--- config.mk ---
export PLATFORM = sky130hd
export DESIGN_NAME = game_sequencer_flat
export DESIGN_NICKNAME = d
export VERILOG_FILES = /design/src/rtl/game_sequencer_if.sv /design/src/rtl/game_sequencer.sv /design/src/flat_wrapper.sv
export SDC_FILE = /design/constraint.sdc
export NUM_CORES = 1
export LEC_CHECK = 0
export CORE_ASPECT_RATIO = 0.5
export CORE_UTILIZATION = 35
export DETAILED_ROUTE_END_ITERATION = 12
export PLACE_DENSITY = 0.6
export SYNTH_ARGS = -nofsm -noshare
export SYNTH_HDL_FRONTEND = slang
export SYNTH_SLANG_ARGS = --single-unit
--- constraint.sdc ---
create_clock -name clk -period 5.5 [get_ports clk]
set_clock_uncertainty 0.1 [all_clocks]
set_input_delay 0.825 -clock clk [delete_from_list [all_inputs] [get_ports clk]]
set_output_delay 0.825 -clock clk [all_outputs]
set_load 0.1 [all_outputs]
--- src/rtl/game_sequencer_if.sv ---
// Button inputs and note-engine/compositor outputs of game_sequencer.
interface game_sequencer_if;
  logic        btn_start;
  logic        btn_pause;
  logic [1:0]  scrnum;
  logic        changescr;
  logic [1:0]  countdown;
  logic [12:0] play_time;
  logic        song_done;
  logic        paused;

  modport master (
    input  btn_start, btn_pause,
    output scrnum, changescr, countdown, play_time, song_done, paused
  );

  modport slave (
    output btn_start, btn_pause,
    input  scrnum, changescr, countdown, play_time, song_done, paused
  );
endinterface

--- src/rtl/game_sequencer.sv ---
// Play-flow controller: title, countdown, play, pause, result; drives the note engine.
// Define GAME_PAUSE_EN to build the PAUSE state and btn_pause handling.
module game_sequencer #(
  parameter int unsigned TICK_DIV     = 833333,
  parameter int unsigned COUNT_TICKS  = 120,
  parameter int unsigned SONG_TICKS   = 7200,
  parameter int unsigned RESULT_TICKS = 600
) (
  input logic              clk,
  input logic              rst,
  game_sequencer_if.master bus
);
  localparam int unsigned DW   = (TICK_DIV > 1) ? $clog2(TICK_DIV) : 1;
  localparam int unsigned PMAX = (COUNT_TICKS > RESULT_TICKS) ? COUNT_TICKS : RESULT_TICKS;
  localparam int unsigned PW   = (PMAX > 1) ? $clog2(PMAX) : 1;

  localparam logic [DW-1:0] DIV_LAST    = DW'(TICK_DIV - 1);
  localparam logic [PW-1:0] COUNT_LAST  = PW'(COUNT_TICKS - 1);
  localparam logic [PW-1:0] RESULT_LAST = PW'(RESULT_TICKS - 1);
  localparam logic [12:0]   SONG_LAST   = 13'(SONG_TICKS - 1);

  typedef enum logic [2:0] {IDLE, COUNT, PLAY, PAUSE, RESULT} state_t;

  state_t        state, state_nxt;
  logic [DW-1:0] div, div_nxt;
  logic [PW-1:0] pcnt, pcnt_nxt;
  logic [1:0]    scrnum_q, scrnum_nxt;
  logic [1:0]    countdown_q, countdown_nxt;
  logic [12:0]   play_time_q, play_time_nxt;
  logic          changescr_q, changescr_nxt;
  logic          song_done_q, song_done_nxt;
  logic          paused_q, paused_nxt;
  logic          start_q, start_press, pause_press, tick;

  // Previous-sample registers reset high so a button held through reset is not a press.
  always_ff @(posedge clk or posedge rst) begin
    if (rst) start_q <= 1'b1;
    else     start_q <= bus.btn_start;
  end
  assign start_press = bus.btn_start & ~start_q;

`ifdef GAME_PAUSE_EN
  logic pause_q;
  always_ff @(posedge clk or posedge rst) begin
    if (rst) pause_q <= 1'b1;
    else     pause_q <= bus.btn_pause;
  end
  assign pause_press = bus.btn_pause & ~pause_q;
`else
  logic pause_unused;
  assign pause_unused = bus.btn_pause;
  assign pause_press  = 1'b0;
`endif

  assign tick = (div == DIV_LAST);

  always_ff @(posedge clk or posedge rst) begin
    if (rst) begin
      state       <= IDLE;
      div         <= '0;
      pcnt        <= '0;
      scrnum_q    <= '0;
      countdown_q <= '0;
      play_time_q <= '0;
      changescr_q <= 1'b0;
      song_done_q <= 1'b0;
      paused_q    <= 1'b0;
    end else begin
      state       <= state_nxt;
      div         <= div_nxt;
      pcnt        <= pcnt_nxt;
      scrnum_q    <= scrnum_nxt;
      countdown_q <= countdown_nxt;
      play_time_q <= play_time_nxt;
      changescr_q <= changescr_nxt;
      song_done_q <= song_done_nxt;
      paused_q    <= paused_nxt;
    end
  end

  always_comb begin
    state_nxt     = state;
    div_nxt       = tick ? '0 : div + 1'b1;
    pcnt_nxt      = pcnt;
    countdown_nxt = countdown_q;
    play_time_nxt = play_time_q;
    changescr_nxt = 1'b0;
    song_done_nxt = 1'b0;

    unique case (state)
      IDLE: begin
        if (start_press) begin
          state_nxt     = COUNT;
          countdown_nxt = 2'd3;
          pcnt_nxt      = '0;
          div_nxt       = '0;
          play_time_nxt = '0;
        end
      end
      COUNT: begin
        if (tick) begin
          if (pcnt == COUNT_LAST) begin
            pcnt_nxt      = '0;
            countdown_nxt = countdown_q - 1'b1;
            if (countdown_q == 2'd1) state_nxt = PLAY;
          end else begin
            pcnt_nxt = pcnt + 1'b1;
          end
        end
      end
      PLAY: begin
        if (tick) begin
          changescr_nxt = 1'b1;
          play_time_nxt = play_time_q + 1'b1;
        end
        // Song end takes precedence over a pause press on the final tick.
        if (tick && (play_time_q == SONG_LAST)) begin
          state_nxt     = RESULT;
          song_done_nxt = 1'b1;
          pcnt_nxt      = '0;
        end else if (pause_press) begin
          state_nxt = PAUSE;
        end
      end
      PAUSE: begin
        if (start_press) begin
          state_nxt = IDLE;
        end else if (pause_press) begin
          state_nxt = PLAY;
          div_nxt   = '0;
        end
      end
      RESULT: begin
        if (start_press) begin
          state_nxt = IDLE;
        end else if (tick) begin
          if (pcnt == RESULT_LAST) state_nxt = IDLE;
          else                     pcnt_nxt  = pcnt + 1'b1;
        end
      end
      default: state_nxt = IDLE;
    endcase

    unique case (state_nxt)
      IDLE:    scrnum_nxt = 2'd0;
      RESULT:  scrnum_nxt = 2'd2;
      default: scrnum_nxt = 2'd1;
    endcase
    paused_nxt = (state_nxt == PAUSE);
  end

  assign bus.scrnum    = scrnum_q;
  assign bus.changescr = changescr_q;
  assign bus.countdown = countdown_q;
  assign bus.play_time = play_time_q;
  assign bus.song_done = song_done_q;
  assign bus.paused    = paused_q;
endmodule

--- src/flat_wrapper.sv ---
// flat-port wrapper written by rule: the top's interface ports become plain ports
module game_sequencer_flat 
#(
  parameter int unsigned TICK_DIV     = 833333,
  parameter int unsigned COUNT_TICKS  = 120,
  parameter int unsigned SONG_TICKS   = 7200,
  parameter int unsigned RESULT_TICKS = 600
)
  (clk, rst, bus_btn_start, bus_btn_pause, bus_scrnum, bus_changescr, bus_countdown, bus_play_time, bus_song_done, bus_paused);
  game_sequencer_if bus_i ();
  input logic clk;
  input logic rst;
  input wire logic [$bits(bus_i.btn_start)-1:0] bus_btn_start;
  input wire logic [$bits(bus_i.btn_pause)-1:0] bus_btn_pause;
  output wire logic [$bits(bus_i.scrnum)-1:0] bus_scrnum;
  output wire logic [$bits(bus_i.changescr)-1:0] bus_changescr;
  output wire logic [$bits(bus_i.countdown)-1:0] bus_countdown;
  output wire logic [$bits(bus_i.play_time)-1:0] bus_play_time;
  output wire logic [$bits(bus_i.song_done)-1:0] bus_song_done;
  output wire logic [$bits(bus_i.paused)-1:0] bus_paused;
  assign bus_i.btn_start = bus_btn_start;
  assign bus_i.btn_pause = bus_btn_pause;
  assign bus_scrnum = bus_i.scrnum;
  assign bus_changescr = bus_i.changescr;
  assign bus_countdown = bus_i.countdown;
  assign bus_play_time = bus_i.play_time;
  assign bus_song_done = bus_i.song_done;
  assign bus_paused = bus_i.paused;
  game_sequencer #(.TICK_DIV(TICK_DIV), .COUNT_TICKS(COUNT_TICKS), .SONG_TICKS(SONG_TICKS), .RESULT_TICKS(RESULT_TICKS)) u_core (.clk(clk), .rst(rst), .bus(bus_i));
endmodule
# Yosys cells after proc, flatten, opt, wreduce, memory -nomap -nowiden
# Index checks and enable logic that the tools add are counted.
[word_totals]
reg_bits = 54
[op_classes]
n_reduce_logical = 9
n_bitwise = 2
mux = 33
add_sub_neg = 4
eq_ne = 19
[op_table]
columns = ["op", "count"]
rows = [
  ["$mux 10", 7],
  ["$mux 20", 3],
  ["$pmux 10 s4", 1],
  ["$mux 3", 9],
  ["$mux 13", 2],
  ["$pmux 13 s2", 1],
  ["$add 20x1->20 const B", 1],
  ["$eq 20x20->1 const B", 1],
  ["$pmux 3 s5", 1],
  ["$add 13x1->13 const B", 1],
  ["$eq 13x13->1 const B", 1],
  ["$ne 2x1->1 const B", 6],
  ["$add 10x1->10 const B", 1],
  ["$eq 10x10->1 const B", 1],
  ["$eq 10x7->1 const B", 1],
  ["$eq 3x2->1 const B", 3],
  ["$pmux 2 s2", 2],
  ["$reduce_and 7->1", 1],
  ["$eq 3x3->1 const B", 2],
  ["$logic_not 3->1", 2],
  ["$mux 2", 3],
  ["$mux 1", 4],
  ["$ne 2x2->1 const B", 2],
  ["$reduce_and 4->1", 1],
  ["other kinds (9)", 10],
]

# Depth between registers and ports, before layout
# Gate-level depths: netlist of the first run.
[logic_depth]
word_depth = 7
ltp_mapped = 9
ltp_nobuf = 7

# Worst setup path before layout of the first run
# No wires, ideal clock.
[synth_timing]
path_type = "register to register"
from = "register u_core.play_time_q[0], in the netlist u_core.bus.play_time[0]"
to = "register u_core.scrnum_q[1], in the netlist u_core.bus.scrnum[1]"
path_stages_with_launch = 6
n_path_buf = 0
path_slack_ns = 2.982
arrival_ns = 2.336
t_required_ns = 5.317
synth_period_minus_slack_ns = 2.518
path_cell_list = "dfrtp_1 > ha_1 > nand3_1 > or2_2 > or3_1 > o21ai_0"
[synth_between]
elab_chain_len = 6
elab_cells_between_ends = 7
classes_between = "eq/ne (2); mux (3); reduce/logical (2)"
[synth_rtl]
columns = ["item", "line", "rtl"]
rows = [
  ["from (decl)", "game_sequencer.sv:29", "logic [12:0] play_time_q, play_time_nxt;"],
  ["from (signal assigned)", "game_sequencer.sv:74", "play_time_q <= play_time_nxt;"],
  ["$eq 13x13->1 (*)", "game_sequencer.sv:117", "if (tick && (play_time_q == SONG_LAST)) begin"],
  ["$logic_and 1x1->1 (*)", "game_sequencer.sv:117", ""],
  ["$mux 3 (*)", "game_sequencer.sv:117", ""],
  ["$pmux 3 s5 (*)", "game_sequencer.sv:90", "unique case (state)"],
  ["$eq 3x3->1 or $logic_not 3->1 (tied branches)", "game_sequencer.sv:144", "unique case (state_nxt)"],
  ["$pmux 2 s2 (*)", "game_sequencer.sv:144", ""],
  ["via u_core.scrnum_nxt[1]", "game_sequencer.sv:27", "logic [1:0] scrnum_q, scrnum_nxt;"],
  ["to (signal assigned)", "game_sequencer.sv:72", "scrnum_q <= scrnum_nxt;"],
  ["to (decl)", "game_sequencer.sv:27", ""],
]
# The timed path passes the listed nets; every way through them passes the cells marked *.
# A chain may end at the register's enable or synchronous reset.

# Worst setup path in the final report of the first run
[layout_timing]
from = "input port bus_btn_start"
to = "register u_core.div[14]"
[layout_between]
elab_chain_len = 3
[layout_rtl]
columns = ["item", "line", "rtl"]
rows = [
  ["from (decl)", "flat_wrapper.sv:13", "input wire logic [$bits(bus_i.btn_start)-1:0] bus_btn_start;"],
  ["$and 1x1->1", "game_sequencer.sv:40", "assign start_press = bus.btn_start & ~start_q;"],
  ["$mux 20", "game_sequencer.sv:92", "if (start_press) begin"],
  ["$mux 20", "--", ""],
  ["via u_core.div_nxt[14]", "game_sequencer.sv:25", "logic [DW-1:0] div, div_nxt;"],
  ["to (signal assigned)", "game_sequencer.sv:70", "div <= div_nxt;"],
  ["to (decl)", "game_sequencer.sv:25", ""],
]
# The timed path passes the listed nets, and every way through them passes these cells.

==> results by group, run 1 <==
Synth
  – Seq/Total Area, Yosys: 43.4%
  – Cells after Synth: 331
  – Post-Syn Area: 3120 µm²
  – Ys Warns: 0
  – Synth Flop Type: dfrtp_1
  – FFs w/ async S/R, synth: 100%
  – Top post-synthesis cells by area: dfrtp_1, nand2_1, nor2_1
  – Synth top area share: ~43%
  – Count leader, synth: dfrtp_1
  – Commonest cells post-synth: dfrtp_1, nand2_1, nor2_1
  – Number of synthesized flops with an enable pin: 0
  – Avg Inst Size Synth: 9.42 µm²
  – Yosys top cell by area: dfrtp_1
  – Post-Syn Nets: 340
  – FF+latch count, synth: 54
  – Synth cell types: 55

Placed design
  – Port-buffer cells: 22
  – Setup WS pre-CTS: 1.94 ns
  – Post-DP HPWL: ~4700 µm
  – Inst Count DP: 457
  – RePlAce Congestion: 0.830

Clock network
  – CTS tree: done
  – Reg clk slew, reported paths: roughly 0.070 ns
  – Post-CTS resize count: 0
  – Clk sink count: 54
  – H-tree lvl count: 2
  – Clk buf depth: 2
  – Total CTS buffers: 5
  – CTS Root Cell: clkbuf_16
  – Postcts setup bufs: 0
  – Clk Latency, worst-skew pair: 0.30 ns
  – Hold-fix buffers, CTS: 0

Die
  – Full die area: 9310 µm²
  – Row cnt: 23
  – Starting Density: 37.5%
  – Die width: 135 µm
  – Core area: 8320 µm²
  – Die height: 68.7 µm
  – IO Count: 24

Cells and area
  – Reg area: roughly 1400 µm²
  – Area delta synth->final: 16.1%
  – Ant. Diodes: 0
  – Proportion of layout cells with a drive suffix above 1: 9.35%
  – Layout net count: 361
  – Fin cells: between 400 and 500
  – Fill count: approximately 770
  – Area occupied by multi-input gates: 1660 µm²

Critical path
  – Critical Path AT: roughly 3.3 ns
  – CP max-delay cell: nand2_1
  – Critical path cell sequence: clkdlybuf4s50_1, nor2b_1, nand3_1, nand2_1, nor2_1
  – WS Path Type: in2reg
  – CP Data Required Time: 5.55 ns
  – Crit end category: flop
  – Crit path largest cell delay: 0.78 ns
  – CP startpoint kind: input pin
  – Critical path peak fanout: 19

Job
  – Max Cap Violations: 0

STA
  – Hold Vio Cnt, Final: 0
  – Final setup margin: 2.22 ns
  – Fmax: 305 MHz
  – Setup violators final: 0
  – Period utilization: 59.6%
  – Slew headroom: around 17%
  – Minimum clock period: 3.28 ns
  – Unrepaired setup endpoints after global routing: no
  – TNS Setup: 0 ns
  – Slew Limit Fails: 0
  – Worst-margin pin slew: 1.24 ns

Drt
  – DR pass1 iterations: 5
  – Starting DRC count in detailed routing: 181
  – Routed wire length: 6860 µm
  – Vias: 2508
  – Antenna Nets Post-Route: 0
  – Wire per inst: 14.8 µm
  – Residual DRC count: 0
  – Via density: ~5.4

GRT
  – Largest net degree at the start of global routing: 55
  – First-pass GRT wire length: around 12000 µm
  – GRT overflow: 0
  – Antenna violations before repair: 0
  – GRT Util Overall: 16.7%
  – Vias in the first global route: 2429

Hold path
  – Hold Path Class: reg2reg

Power
  – Pwr/cell area: roughly 330 nW/µm²
  – VDD IR max: 122 µV
  – Leakage: 0.00140 µW
  – Pwr Total: 1180 µW

Outcome
  – Outcome: finished, final reports clean
worst max-delay path: cells and delay by family:
kind | cells | cell delay [ns]
buffers and inverters | 1 | 0.50
and+or+nand+nor | 4 | 1.99
path summary, 6_finish.rpt:
kind / startpoint / to / slack [ns] / depth (start not counted)
worst max-delay path: bus_btn_start / u_core.div[14] / 2.22 / 5
worst min-delay path: u_core.div[0] / u_core.div[0] / 0.40 / 1
worst max register to register: u_core.pcnt[0] / u_core.pcnt[1] / 2.87 / 6
worst min register to register: u_core.div[0] / u_core.div[0] / 0.40 / 1
max in group asynchronous: rst / u_core.bus.play_time[7] / 3.92 / 3
min in group asynchronous: rst / u_core.div[15] / 0.93 / 3
sequential cells by signal, indices dropped and copies added, names as in the netlist:
name and flops:
u_core.div 20, u_core.bus.play_time 13, u_core.pcnt 10, u_core.state 3
u_core.bus.countdown 2, u_core.bus.scrnum 2, u_core.bus.changescr 1, u_core.bus.paused 1
u_core.bus.song_done 1, u_core.start_q 1
where the power goes:
group          total (µW)  switching [µW]  leakage, µW  internal [µW]
clock network         411             149    0.0000940            262
logic                 267             190     0.000605           76.7
registers             503            63.3     0.000700            440
per-stage QoR:
| stage | util, % | hold WS [ns] | instance area [µm²] |
|---|---|---|---|
| CTS | 43.5 | 0.404 | 3620 |
| global route | 43.5 | 0.437 | 3620 |
| finish | 43.5 | 0.403 | 3620 |
| floorplan | - | 0.368 | 3120 |
| detailed placement | 41.2 | 0.394 | 3420 |
| global placement | 41.2 | 0.392 | 3420 |
layout make-up:
| cell class | instances | area share, % |
|---|---|---|
| clock buffers | 5 | 3.46 |
| clock inverters | 3 | 1.90 |
| inverters | 12 | 1.25 |
| multi-input cells | 256 | 45.8 |
| flip-flops and latches | 54 | 37.4 |
| well taps | 112 | 3.87 |
| repair buffers | 23 | 6.30 |
logic make-up after synthesis:
group	synth area share, %
adder cells (fa/ha/maj)	2.01
XOR/XNOR	5.06
multiplexers	1.00
AO/OA/AOI/OAI	10.8
AND/OR/NAND/NOR	34.4
flip-flops	43.4
buffers and inverters	3.41
routing by layer:
layer	track usage, %	vias to the layer above	part of all wire (%)
li1	-	1251	-
met1	22.7	1225	50
met2	26.9	26	46
met3	3.29	6	2.5
met4	5.90	0	1.3
met5	0	-	0
cell usage in the layout, fill, tap and decap left out, types with 11 or more instances in the layout:
master / Yosys / final
inv_1: 12 / 11
clkdlybuf4s50_1: 0 / 22
dfrtp_1: 53 / 53
a21oi_1: 11 / 11
xnor2_1: 12 / 12
o21ai_0: 12 / 12
nand3_1: 20 / 20
nand2_1: 35 / 35
nor2_1: 33 / 33
nor3_1: 18 / 18
(Power assumes the default switching activity.)
==> run 2, diff against run 1 <==
Clock period 5.5 ns to 3.1 ns, I/O delays scaled along.
==> results by group, run 2 (synthesis results as in run 1) <==
GRT
  – First-pass GRT wire length: 12000 µm (+0.23%)
  – GRT Util Overall: 16.9% (+0.22 points)
  – Largest net degree at the start of global routing: 44 (-20%)
  – Antenna violations before repair: 0 (unchanged)
  – GRT overflow: 0 (unchanged)
  – Vias in the first global route: 2424 (-0.21%)

Placed design
  – Dpl cell area: 3400 µm² (-0.80%)
  – RePlAce Congestion: 0.830 (about the same)
  – Setup WS pre-CTS: 0.394 ns (-1.54 ns)
  – Post-DP HPWL: 4900 µm (+3.5%)
  – Port-buffer cells: 22 (unchanged)

Critical path
  – Critical path launch point: u_core.pcnt[0]
  – CP startpoint kind: flop
  – RR Startpoint: u_core.pcnt[0]
  – Crit end category: flop
  – Critical Path AT: 2.76 ns (-0.57 ns)
  – Worst r2r path cells: 6 (unchanged)
  – R2r setup slk: 0.42 ns (-2.45 ns)
  – Crit path largest cell delay: 1.03 ns (+0.25 ns)
  – Critical path cell sequence: ha_1, nand4b_1, nor4b_4, nor3_1, o21a_4, o22ai_1
  – Critical path peak fanout: 11 (-8)
  – CP endpoint: u_core.pcnt[1]
  – RR Endpoint: u_core.pcnt[1]
  – CP Data Required Time: 3.18 ns (-2.37 ns)
  – WS Path Type: reg2reg
  – CP max-delay cell: nor3_1

STA
  – Setup violators final: 0 (unchanged)
  – Worst-margin pin slew: 1.30 ns (+0.0578 ns)
  – Final setup margin: 0.416 ns (-1.81 ns)
  – Slew headroom: 12.9% (-3.9 points)
  – Slew Limit Fails: 0 (unchanged)
  – Hold Vio Cnt, Final: 0 (unchanged)
  – TNS Setup: 0 ns (unchanged)
  – Unrepaired setup endpoints after global routing: no
  – Fmax: 373 MHz
  – Period utilization: between 80 and 90%
  – Minimum clock period: 2.68 ns
  – Hold slack: 0.412 ns (+0.00925 ns)

Hold path
  – Hold Path Class: reg2reg

Clock network
  – Clk Latency, worst-skew pair: 0.30 ns (about the same)
  – H-tree lvl count: 2 (unchanged)
  – Post-CTS resize count: 0 (unchanged)
  – Postcts setup bufs: 0 (unchanged)
  – Reg clk slew, reported paths: 0.07 ns (about the same)
  – Hold-fix buffers, CTS: 0 (unchanged)
  – Clk sink count: 54 (unchanged)
  – Clk buf depth: 2 (unchanged)
  – CTS tree: done
  – CTS Root Cell: clkbuf_16
  – Total CTS buffers: 5 (unchanged)

Die
  – Starting Density: 37.5% (unchanged)
  – Full die area: 9310 µm² (unchanged)
  – Die width: 135 µm (unchanged)
  – Die height: 68.7 µm (unchanged)
  – Row cnt: 23 (unchanged)
  – Core area: 8320 µm² (unchanged)
  – IO Count: 24 (unchanged)

Cells and area
  – Post-route cell area: 3540 µm² (-2.0%)
  – Area delta synth->final: 13.7%
  – Ant. Diodes: 0 (unchanged)
  – Fill count: 797 (+3.4%)
  – Proportion of layout cells with a drive suffix above 1: 15.4% (+6.1 points)
  – Commonest non-fill, non-tap cell in the layout: dfrtp_1
  – Number of flip-flops under the largest register name: 20 (unchanged)
  – Reg with most FFs: u_core.div
  – Reg area: 1350 µm² (unchanged)
  – Commonest non-fill, non-tap cells in the layout: dfrtp_1, nand2_1, nor2_1
  – Area occupied by multi-input gates: 1660 µm² (unchanged)
  – Layout net count: 364 (+0.83%)

Power
  – Leakage: 0.00142 µW (+1.5%)
  – VDD IR max: 222 µV (+82%)
  – Pwr/cell area: 544 nW/µm² (+67%)
  – Pwr Total: 1930 µW (+63%)

Drt
  – Vias: 2542 (+1.4%)
  – Routed wire length: 7000 µm (+2.0%)
  – Starting DRC count in detailed routing: 257 (+42%)
  – DR pass1 iterations: 5 (unchanged)
  – Antenna Nets Post-Route: 0 (unchanged)
  – Wire per inst: 15.0 µm (+1.3%)
  – Via density: 5.43 (+0.71%)
  – Residual DRC count: 0 (unchanged)

Job
  – Max Cap Violations: 0 (unchanged)

Outcome
  – Outcome: finished, final reports clean
[run 2: cell types whose count changed in the layout (fill, tap and decap cells not counted), sizes merged]
cell           previous run  this run
buf                       1        24
clkdlybuf4s50            22         2
bufinv                    2         0
clkbuf                    5         7
[run 2: final cells by class]
type	count	area share, %
multi-input combinational	256	46.8
sequential	54	38.2
timing repair buffer	26	5.65
clock buffer	7	4.03
tap	112	3.95
inverter	12	1.27
clock inverter	1	0.141
[run 2: worst min-delay path by stage]
stage | startpoint | endpoint | depth (start not counted)
6_report | u_core.div[0] | u_core.div[0] | 1
5_1_grt | u_core.div[0] | u_core.div[0] | 1
4_1_cts | u_core.div[0] | u_core.div[0] | 1
3_5_place_dp | u_core.bus.play_time[12] | u_core.bus.play_time[12] | 1
3_3_place_gp | u_core.div[0] | u_core.div[0] | 1
2_1_floorplan | u_core.div[0] | u_core.div[0] | 1
[run 2: metal layers]
metal | global-route usage, % | vias to the layer above | wire length [µm]
li1 | - | 1258 | -
met1 | 23.2 | 1228 | 3530
met2 | 26.1 | 50 | 3090
met3 | 3.65 | 6 | 278
met4 | 7.44 | 0 | 96
met5 | 0 | - | 0
[run 2: power breakdown]
part / switching (µW) / internal, µW / leakage, µW
Sequential: 110 / 780 / 0.000700
Clock: 258 / 321 / 0.0000739
Combinational: 333 / 126 / 0.000646
Total: 701 / 1230 / 0.00142
[run 2: metrics by stage]
stage	cells	util (%)
after floorplan	331	-
after global placement	460	40.8
after detailed placement	460	40.8
after CTS	468	42.6
after global routing	468	42.6
final	468	42.6
[run 2: critical path: cells and delay by family, from the launching register on]
| family | cells | cell delay [ns] |
|---|---|---|
| compound gates | 2 | 0.41 |
| simple gates | 3 | 1.39 |
| flops | 1 | 0.41 |
| fa+ha+maj | 1 | 0.25 |
==> run 3, diff against run 2 <==
Settings changed: CTS_BUF_LIST set to sky130_fd_sc_hd__clkbuf_8.
==> results by group, run 3 (synthesis results as in run 1) <==
Outcome
  – Outcome: finished, final reports clean

Job
  – Max Cap Violations: 0 (unchanged)

Drt
  – DR pass1 iterations: 4 (-1)
  – Vias: 2514 (-1.1%)
  – Residual DRC count: 0 (unchanged)
  – Starting DRC count in detailed routing: 253 (-1.6%)
  – Wire per inst: 14.9 µm (about the same)
  – Antenna Nets Post-Route: 0 (unchanged)
  – Via density: 5.37 (-1.1%)
  – Routed wire length: 6990 µm (about the same)

Power
  – Leakage: 0.00140 µW (-1.5%)
  – Pwr/cell area: 506 nW/µm² (-7.0%)
  – VDD IR max: 184 µV (-17%)

Clock network
  – Clk buf depth: 2 (unchanged)
  – Hold-fix buffers, CTS: 0 (unchanged)
  – H-tree lvl count: 2 (unchanged)
  – Postcts setup bufs: 0 (unchanged)
  – Post-CTS resize count: 0 (unchanged)
  – Reg clk slew, reported paths: 0.11 ns (+0.04 ns)
  – Clk Latency, worst-skew pair: 0.32 ns (+0.02 ns)
  – CTS Root Cell: clkbuf_8
  – Clk sink count: 54 (unchanged)
  – Total CTS buffers: 5 (unchanged)
  – CTS tree: done

GRT
  – Largest net degree at the start of global routing: 44 (unchanged)
  – Antenna violations before repair: 0 (unchanged)
  – GRT Util Overall: 16.8% (-0.17 points)
  – First-pass GRT wire length: 12000 µm (-0.40%)
  – GRT overflow: 0 (unchanged)
  – Vias in the first global route: 2450 (+1.1%)

Critical path
  – RR Endpoint: u_core.pcnt[1]
  – WS Path Type: reg2reg
  – CP Data Required Time: 3.21 ns (+0.03 ns)
  – Critical path cell sequence: ha_1, nand4b_1, nor4b_4, nor3_1, o21a_4, o22ai_1
  – CP startpoint kind: flop
  – CP delay by family, top: simple AND/OR/NAND/NOR gates
  – Critical path peak fanout: 11 (unchanged)
  – CP max-delay cell: nor3_1
  – Crit path largest cell delay: 1.05 ns (+0.02 ns)
  – CP endpoint: u_core.pcnt[1]
  – Critical Path AT: 2.82 ns (+0.06 ns)
  – CP bufs+invs: 0 (unchanged)
  – Crit end category: flop
  – Critical path launch point: u_core.pcnt[0]
  – Worst r2r path cells: 6 (unchanged)
  – R2r setup slk: 0.40 ns (-0.02 ns)
  – RR Startpoint: u_core.pcnt[0]
  – Stages on worst setup path: 6 (unchanged)

STA
  – Slew headroom: 11.5% (-1.4 points)
  – Setup violators final: 0 (unchanged)
  – Slew Limit Fails: 0 (unchanged)
  – Fmax: 370 MHz (-0.74%)
  – Final setup margin: 0.396 ns (-0.0199 ns)
  – Minimum clock period: 2.70 ns (+0.0199 ns)
  – TNS Setup: 0 ns (unchanged)
  – Hold slack: 0.414 ns (+0.00207 ns)
  – Worst-margin pin slew: 1.32 ns (+0.0206 ns)
  – Unrepaired setup endpoints after global routing: no
  – Hold Vio Cnt, Final: 0 (unchanged)
  – Period utilization: 87.2% (+0.64 points)

Cells and area
  – Area delta synth->final: 11.9%
  – Layout net count: 364 (unchanged)
  – Commonest non-fill, non-tap cells in the layout: dfrtp_1, nand2_1, nor2_1
  – Fill count: 808 (+1.4%)
  – Ant. Diodes: 0 (unchanged)
  – Commonest non-fill, non-tap cell in the layout: dfrtp_1
  – Number of flip-flops under the largest register name: 20 (unchanged)
  – Reg with most FFs: u_core.div
  – Proportion of layout cells with a drive suffix above 1: 15.4% (unchanged)

Die
  – IO Count: 24 (unchanged)
  – Full die area: 9310 µm² (unchanged)
  – Die width: 135 µm (unchanged)
  – Core area: 8320 µm² (unchanged)
  – Die height: 68.7 µm (unchanged)
  – Row cnt: 23 (unchanged)
  – Starting Density: 37.5% (unchanged)

Placed design
  – Port-buffer cells: 22 (unchanged)
  – RePlAce Congestion: 0.830 (unchanged)
  – Post-DP HPWL: 4900 µm (unchanged)
  – Setup WS pre-CTS: 0.394 ns (unchanged)

Hold path
  – Hold Path Class: reg2reg
-- run 3: layout make-up --
cell class                 instances  area (µm²)  share of cell area (%)
sequential                        54        1350                    38.8
timing repair buffer              26         200                    5.74
clock buffer                       6        82.6                    2.37
inverter                          12        45.0                    1.29
multi-input combinational        256        1660                    47.5
tap                              112         140                    4.02
clock inverter                     2        8.76                   0.251
-- run 3: metrics by stage --
stage	instance area, µm²	power [µW]	cells	util [%]
floorplan	3120	1250	331	-
global placement	3400	1350	460	40.8
detailed placement	3400	1360	460	40.8
CTS	3490	1780	468	41.9
global route	3490	1860	468	41.9
finish	3490	1760	468	41.9
-- run 3: how the worst min path moves through the flow --
stage,startpoint,to,slack [ns],cells after the start
final,u_core.div[0],u_core.div[0],0.41,1
after global routing,u_core.div[0],u_core.div[0],0.45,1
after CTS,u_core.div[0],u_core.div[0],0.42,1
after detailed placement,u_core.bus.play_time[12],u_core.bus.play_time[12],0.40,1
after global placement,u_core.div[0],u_core.div[0],0.39,1
after floorplan,u_core.div[0],u_core.div[0],0.37,1
-- run 3: power by group --
| part | total [µW] | switching [µW] | internal (µW) | leakage (µW) |
|---|---|---|---|---|
| sequential | 889 | 109 | 779 | 0.000700 |
| combinational | 459 | 334 | 126 | 0.000646 |
| clock | 417 | 239 | 178 | 0.0000524 |
| total | 1760 | 682 | 1080 | 0.00140 |
-- run 3: routing by layer --
metal / up-vias / global-route usage [%] / share of wire [%]
li1: 1251 / - / -
met1: 1220 / 22.5 / 49
met2: 35 / 26.9 / 46
met3: 8 / 3.65 / 3.5
met4: 0 / 6.46 / 1.3
met5: - / 0 / 0
-- run 3: worst reg2reg max path, stage by stage, from the launching register on --
cell and delay [ns]:
dfrtp_1 0.43, ha_1 0.25, nand4b_1 0.27, nor4b_4 0.09, nor3_1 1.05, o21a_4 0.29, o22ai_1 0.11
